## src/rtl/mem_dump_uart.sv

```systemverilog
// mem_dump_uart: streams a block of the 21-bit external memory space back to
// the host as 8N1 UART frames, followed by an 8-bit additive checksum byte.
// Owns the external bus only while the GB core is held in reset.
module mem_dump_uart #(
    parameter int unsigned CLKS_PER_BIT = 104,
    parameter int unsigned READ_WAIT    = 2
) (
    input  logic        clk,
    input  logic        reset,
    input  logic        start,
    input  logic [20:0] start_adr,
    input  logic [20:0] length,
    output logic [20:0] adr,
    output logic        read,
    input  logic [7:0]  din,
    input  logic        n_cts,
    output logic        tx,
    output logic        busy,
    output logic        done
);

    localparam int unsigned BAUD_W = (CLKS_PER_BIT > 1) ? $clog2(CLKS_PER_BIT) : 1;
    localparam int unsigned WAIT_W = (READ_WAIT > 1) ? $clog2(READ_WAIT) : 1;
    localparam logic [BAUD_W-1:0] BAUD_LAST = BAUD_W'(CLKS_PER_BIT - 1);
    localparam logic [WAIT_W-1:0] WAIT_LAST = WAIT_W'(READ_WAIT - 1);

    typedef enum logic [2:0] {
        IDLE,
        READ,
        WAITCTS,
        SEND,
        CSUM,
        DONE
    } state_t;

    state_t             state;
    state_t             state_nx;
    logic [1:0]         cts_sync;
    logic               cts;
    logic [20:0]        adr_cnt;
    logic [20:0]        adr_hold;
    logic [20:0]        remaining;
    logic [7:0]         csum;
    logic [7:0]         shreg;
    logic               is_csum;
    logic [WAIT_W-1:0]  wait_cnt;
    logic [BAUD_W-1:0]  baud_cnt;
    logic [3:0]         bit_cnt;
    logic               read_last;
    logic               baud_last;
    logic               frame_end;

    assign cts       = cts_sync[1];
    assign read_last = (wait_cnt == WAIT_LAST);
    assign baud_last = (baud_cnt == BAUD_LAST);
    assign frame_end = baud_last && (bit_cnt == 4'd9);

    // Two-flop synchroniser for the asynchronous host flow-control input
    always_ff @(posedge clk or posedge reset) begin
        if (reset) begin
            cts_sync <= '1;
        end else begin
            cts_sync <= {cts_sync[0], n_cts};
        end
    end

    // State register
    always_ff @(posedge clk or posedge reset) begin
        if (reset) begin
            state <= IDLE;
        end else begin
            state <= state_nx;
        end
    end

    // Next-state decode and outputs; tx is forced high outside SEND so a reset
    // mid-frame returns the line to idle without waiting for a clock
    always_comb begin
        state_nx = state;
        read     = 1'b0;
        busy     = 1'b1;
        done     = 1'b0;
        tx       = 1'b1;
        adr      = adr_hold;
        case (state)
            IDLE: begin
                busy = 1'b0;
                if (start) begin
                    state_nx = (length != '0) ? READ : CSUM;
                end
            end
            READ: begin
                read = 1'b1;
                adr  = adr_cnt;
                if (read_last) begin
                    state_nx = WAITCTS;
                end
            end
            WAITCTS: begin
                if (!cts) begin
                    state_nx = SEND;
                end
            end
            SEND: begin
                if (bit_cnt == 4'd0) begin
                    tx = 1'b0;
                end else if (bit_cnt == 4'd9) begin
                    tx = 1'b1;
                end else begin
                    tx = shreg[0];
                end
                if (frame_end) begin
                    if (is_csum) begin
                        state_nx = DONE;
                    end else if (remaining != 21'd1) begin
                        state_nx = READ;
                    end else begin
                        state_nx = CSUM;
                    end
                end
            end
            CSUM: begin
                state_nx = WAITCTS;
            end
            DONE: begin
                busy     = 1'b0;
                done     = 1'b1;
                state_nx = IDLE;
            end
            default: begin
                state_nx = IDLE;
            end
        endcase
    end

    // Datapath: address/count capture, read sampling, checksum and bit timing
    always_ff @(posedge clk or posedge reset) begin
        if (reset) begin
            adr_cnt   <= '0;
            adr_hold  <= '0;
            remaining <= '0;
            csum      <= '0;
            shreg     <= '0;
            is_csum   <= 1'b0;
            wait_cnt  <= '0;
            baud_cnt  <= '0;
            bit_cnt   <= '0;
        end else begin
            case (state)
                IDLE: begin
                    wait_cnt <= '0;
                    baud_cnt <= '0;
                    bit_cnt  <= '0;
                    if (start) begin
                        adr_cnt   <= start_adr;
                        remaining <= length;
                        csum      <= '0;
                        is_csum   <= 1'b0;
                    end
                end
                READ: begin
                    adr_hold <= adr_cnt;
                    if (read_last) begin
                        wait_cnt <= '0;
                        shreg    <= din;
                        csum     <= csum + din;
                    end else begin
                        wait_cnt <= wait_cnt + WAIT_W'(1);
                    end
                end
                WAITCTS: begin
                    baud_cnt <= '0;
                    bit_cnt  <= '0;
                end
                SEND: begin
                    if (baud_last) begin
                        baud_cnt <= '0;
                        if ((bit_cnt >= 4'd1) && (bit_cnt <= 4'd8)) begin
                            shreg <= {1'b0, shreg[7:1]};
                        end
                        if (bit_cnt == 4'd9) begin
                            bit_cnt <= '0;
                            if (!is_csum) begin
                                adr_cnt   <= adr_cnt + 21'd1;
                                remaining <= remaining - 21'd1;
                            end
                        end else begin
                            bit_cnt <= bit_cnt + 4'd1;
                        end
                    end else begin
                        baud_cnt <= baud_cnt + BAUD_W'(1);
                    end
                end
                CSUM: begin
                    shreg   <= csum;
                    is_csum <= 1'b1;
                end
                default: begin
                    wait_cnt <= '0;
                end
            endcase
        end
    end

endmodule
```

## config.mk

```make
export PLATFORM = sky130hd
export DESIGN_NAME = mem_dump_uart
export DESIGN_NICKNAME = d
export VERILOG_FILES = /design/src/rtl/mem_dump_uart.sv
export SDC_FILE = /design/constraint.sdc
export NUM_CORES = 1
export LEC_CHECK = 0
export ABC_CLOCK_PERIOD_IN_PS = 3000
export BUFFER_PORTS_ARGS = -buffer_cell sky130_fd_sc_hd__buf_2
export CORE_MARGIN = 2
export CORE_UTILIZATION = 58
export CTS_CLUSTER_DIAMETER = 30
export CTS_CLUSTER_SIZE = 40
export DETAILED_ROUTE_END_ITERATION = 8
export PLACE_DENSITY_LB_ADDON = 0.2
export SLEW_MARGIN = 20
export SYNTH_ARGS = -nofsm -noshare
export SYNTH_HDL_FRONTEND = slang
export SYNTH_SLANG_ARGS = --single-unit
```

## constraint.sdc

```tcl
create_clock -name clk -period 3 [get_ports clk]
set_input_delay 0.3 -clock clk [delete_from_list [all_inputs] [get_ports clk]]
set_output_delay 0.3 -clock clk [all_outputs]
set_load 0.01 [all_outputs]
```

== Yosys cells after proc, flatten, opt, wreduce, memory -nomap -nowiden ==
Index checks and enable logic that the tools add are counted.

* Input bits: 54
* Logic and storage cells: 95
* Output and inout bits: 25
* Flip-flop bits (word level): 97

* Mux-type cells: 41
* Add/subtract/negate cells: 6
* Reductions and logical operators: 19
* Order comparisons: 2
* Equal/unequal tests: 16

{| class="wikitable"
|+ Operator list
! kind !! count
|-
| two-way mux 21 bit || 9
|-
| one-hot mux 21 bit (2 select lines) || 2
|-
| two-way mux 8 bit || 5
|-
| one-hot mux 8 bit (3 select lines) || 1
|-
| adder 21 x 1 -> 21 bit (second input constant) || 1
|-
| two-way mux 3 bit || 7
|-
| inequality test 21 x 1 -> 1 bit (second input constant) || 1
|-
| nonzero test 21 bit || 1
|-
| subtractor 21 x 1 -> 21 bit (second input constant) || 1
|-
| inequality test 2 bit (second input constant) || 8
|-
| one-hot mux 8 bit (2 select lines) || 1
|-
| one-hot mux 3 bit (5 select lines) || 1
|-
| one-hot mux 7 bit (2 select lines) || 1
|-
| adder 8 bit || 1
|-
| two-way mux 1 bit || 8
|-
| two-way mux 4 bit || 2
|-
| one-hot mux 4 bit (2 select lines) || 1
|-
| AND reduction 4 bit || 2
|-
| nonzero test 2 bit || 4
|-
| adder 7 x 1 -> 7 bit (second input constant) || 1
|-
| == test 7 bit (second input constant) || 1
|-
| two-way mux 7 bit || 1
|-
| == test 3 x 2 -> 1 bit (second input constant) || 2
|-
| == test 3 bit (second input constant) || 2
|-
| other kinds (16) || 20
|}

== Depth between registers and ports, before layout ==
* Depth in word-level cells: 5
* Depth in mapped cells: 9

== Worst setup path before layout ==
No wires, ideal clock.

* Kind: reg-to-output
* From: register state[0]
* To: output port adr[14]
* Stages on the path, launching flop included: 6
* Path slack: 0.810 ns
* Arrival: 1.890 ns
* Cell sequence: dfrtp_1 > clkbuf_1 > nand2_1 > nor2_1 > clkbuf_1 > mux2_2

* Word-level cells in the longest chain between the ends: 2

{| class="wikitable"
|+ Ends and longest elaborated chain
! item !! RTL line !! RTL
|-
| start: declaration || 36 || <nowiki>state_t state;</nowiki>
|-
| start signal: assignment || 72 || <nowiki>state <= state_nx;</nowiki>
|-
| == test 3 x 1 -> 1 bit || 85 || <nowiki>case (state)</nowiki>
|-
| two-way mux 21 bit || -- ||
|-
| end: declaration || 13 || <nowiki>output logic [20:0] adr,</nowiki>
|}

No other way between the ends.

== Worst setup path in the final report ==
* From: register state[1]
* To: register remaining[2]

* Word-level cells in the longest chain between the ends: 3
* Elaborated cells between the ends (all ways): 9
* Classes of those cells: 5 x eq/ne; 1 x mux; 3 x reduce/logical

{| class="wikitable"
|+ Ends and longest elaborated chain
! item !! RTL line !! RTL
|-
| == test 3 x 2 -> 1 bit or logical NOT 3 bit (tied branches) || 149 || <nowiki>case (state)</nowiki>
|-
| inequality test 2 bit (no line) or nonzero test 2 bit (tied branches) || -- ||
|-
| AND reduction 5 bit (no line) || -- ||
|-
| end signal: assignment || 156 || <nowiki>remaining <= length;</nowiki>
|-
| end signal: assignment || 185 || <nowiki>remaining <= remaining - 21'd1;</nowiki>
|-
| end: declaration || 42 || <nowiki>logic [20:0] remaining;</nowiki>
|}

Several ways; a longest one is shown, not always the timed one.
A chain may end at the register's enable or synchronous reset.

==> impl_metrics.ini <==
[hold_path]
min_path_type = primary input to flop
min_path_cells = 1
min_from = n_cts
worstHoldEndpoint = cts_sync[0]

[pwr]
vdd.ir_drop.worst_uv = 278.8
p_leak_nw = 2.911
p_per_area_nw_per_um2 = 362.2

[critical_path]
cp-end-kind = flop
reg2reg_depth = 6
cp_max_fo = 24
slowest_delay_ns = 0.83
cp_slowest_cell = dfrtp_1
crit_required_ns = 3.29
r2r_slack_ns = 0.47
start_kind = flop
timing.rr.start = state[1]
arrival_ns = 2.81
critPathLaunch = state[1]
r2r-end = remaining[2]
crit_chain = and2_1 -> a32oi_1 -> a211oi_4 -> buf_4 -> o21ai_0 -> a22oi_1
critPathKind = flop to flop

[synthesis]
muxShareOfSynthArea = 0.04434
synth_fa_ha_area_frac = 0.02836
ys_ff_latch = 97
synth_top_cells_by_count = 95 x dfrtp_1, 75 x a21oi_1, 71 x o21ai_0
synth.most_common_cell = dfrtp_1
synth_xor_xnor_area_share = 0.01418
syn_nets = 701
synthArstFlopShare = 1.000
synthSimpleGateAreaFrac = 0.1742
ys_seq_area_frac = 0.4371
synth_top_family_by_area = compound AO/OA/AOI/OAI gates
yosys_warnings = 0
synth_edf_count = 0
synthTopCellsByArea = dfrtp_1 43%, a21oi_1 6.8%, o21ai_0 6.4%
synth_cell_types = 59
avgSynthCellArea_um2 = 8.754
synth_compound_area_frac = 0.2622
synth_area_leader_cell = dfrtp_1
netlist_instances = 635
synth.cell_area_um2 = 5559
ys.flop_type = dfrtp_1
synth.top_cell.area_share = 0.4276

[sta]
whs_ns = 0.02548
slew_violations = 0
fin_skew_ns = 0.01407
final-hold-violation-count = 0
rsz0062_at_grt = no
fin_ws_ns = 0.4748
tns_ns = 0
fin_crit_sh = 0.8417
worst_pin_slew_ns = 0.8093
relSlewSlack = 0.4604
finalSetupViolCount = 0
timing.fmax_ghz = 0.3960
timing.final.crit_period_ns = 2.525

[routing]
vias = 5271
vias_per_cell = 6.328
avgRoutedWirePerCell_um = 17.32
firstDrtPassIters = 5
ant_nets = 0
dr.first_iter.drc_count = 324
route.detailed.drc = 0
routed_wl_mm = 14.43

[finish]
post-route-cell-area_um2 = 6297
final_nets = 765
drive_gt1_frac = 0.2045
num_antenna_cells = 0
area_growth_pct = 13.28

[clock_tree]
cts_sinks = 97
h-tree-depth = 3
clock_latency_ns = 0.38
post_cts_resize_count = 0
postCtsSetupRepairBufs = 0
ctsHoldBuffers = 0
clock_path_buffers = 2
numCtsBuffers = 9
cts_tree = yes
cts.reportedPaths.clkPinSlew_ns = 0.09
clk_root_buffer_cell = clkbuf_8

[place]
portBuffers = 78
placedInstanceArea_um2 = 6110
post-place-ws_ns = 0.5277
dpl.hpwl_mm = 10.28
gp_congestion = 0.9078

[global_route]
grt_max_degree = 66
overflow = 0
grt_pass1_vias = 4959
antenna_found_initial = 0
grt_pass1_wl_mm = 23.63
grt_usage = 0.2887

[floorplan]
ios = 79
dieArea_um2 = 10380
row_count = 35
start_util = 0.5988
core_um2 = 9284
die_h_um = 101.9
fp.dieW_um = 101.9

[run_status]
status = finished clean

[flow_run]
max_cap_viol_count = 0
## sequential cells by signal, indices dropped and copies added, names as in the netlist, 2 cells and up
| register | cells |
|---|---|
| adr_cnt | 21 |
| baud_cnt | 7 |
| state | 3 |
| csum | 8 |
| shreg | 8 |
| remaining | 21 |
| bit_cnt | 4 |
| cts_sync | 2 |
| adr_hold | 21 |
## critical path: cells and delay by family, from the launching register on
family	cells	cell delay (ns)
AO/OA/AOI/OAI	4	1.01
flip-flops	1	0.83
buffers and inverters	1	0.32
AND/OR/NAND/NOR	1	0.27
## power breakdown
group / total, mW / leakage, nW / internal (mW) / switching, mW
combinational: 0.128 / 1.57 / 0.0530 / 0.0746
clock: 0.837 / 0.0968 / 0.341 / 0.495
sequential: 1.32 / 1.24 / 1.31 / 0.00380
total: 2.28 / 2.91 / 1.71 / 0.574
## layer usage
metal	global-route usage	wire length, um	vias to the layer above
met5	0	0	-
met4	0.1077	396	0
met3	0.04925	872	42
met2	0.4798	7053	227
met1	0.3824	6104	2522
li1	-	-	2480
## how the worst max path moves through the flow
| stage | endpoint | slack [ns] |
|---|---|---|
| after floorplan | adr_cnt[0] | 0.17 |
| after global placement | remaining[2] | 0.62 |
| after detailed placement | remaining[2] | 0.53 |
| after CTS | adr[17] | 0.50 |
| after global routing | remaining[2] | 0.20 |
| final | remaining[2] | 0.47 |
## cell type report
type                            instances  area [um^2]
Clock inverter                          5        46.29
Clock buffer                           11        141.4
Fill cell                             771         2987
Sequential cell                        97         2430
Timing Repair Buffer                   94        535.5
Inverter                               16        62.56
Multi-Input combinational cell        481         2920
Tap cell                              129        161.4
## per-stage QoR
stage,cells,utilization,total power [mW]
after floorplan,635,-,1.403
after global placement,817,0.6581,1.468
after detailed placement,817,0.6581,1.471
after CTS,833,0.6783,2.301
after global routing,833,0.6783,2.363
final,833,0.6783,2.281
## layout by cell type, fill, tap and decap left out, types with 11 or more instances in the layout
master   netlist  routed
o21ai_0       71      71
buf_2          5      78
a31oi_1       16      16
nand2_1       65      65
nand3_1       26      26
inv_1         15      14
buf_4          0      14
a21oi_1       75      75
mux2_2        21      21
dfrtp_1       95      95
nor2_1        40      39
o22ai_1       15      15
ha_1          11      11
## logic make-up (layout without fill, tap and decap cells)
family	after synthesis	after routing
buf+inv	57	126
xor+xnor	9	9
mux	22	22
flops	97	97
compound gates	241	241
simple gates	197	197
fa+ha+maj	12	12
Note: power is estimated with default switching activity, not from simulation.
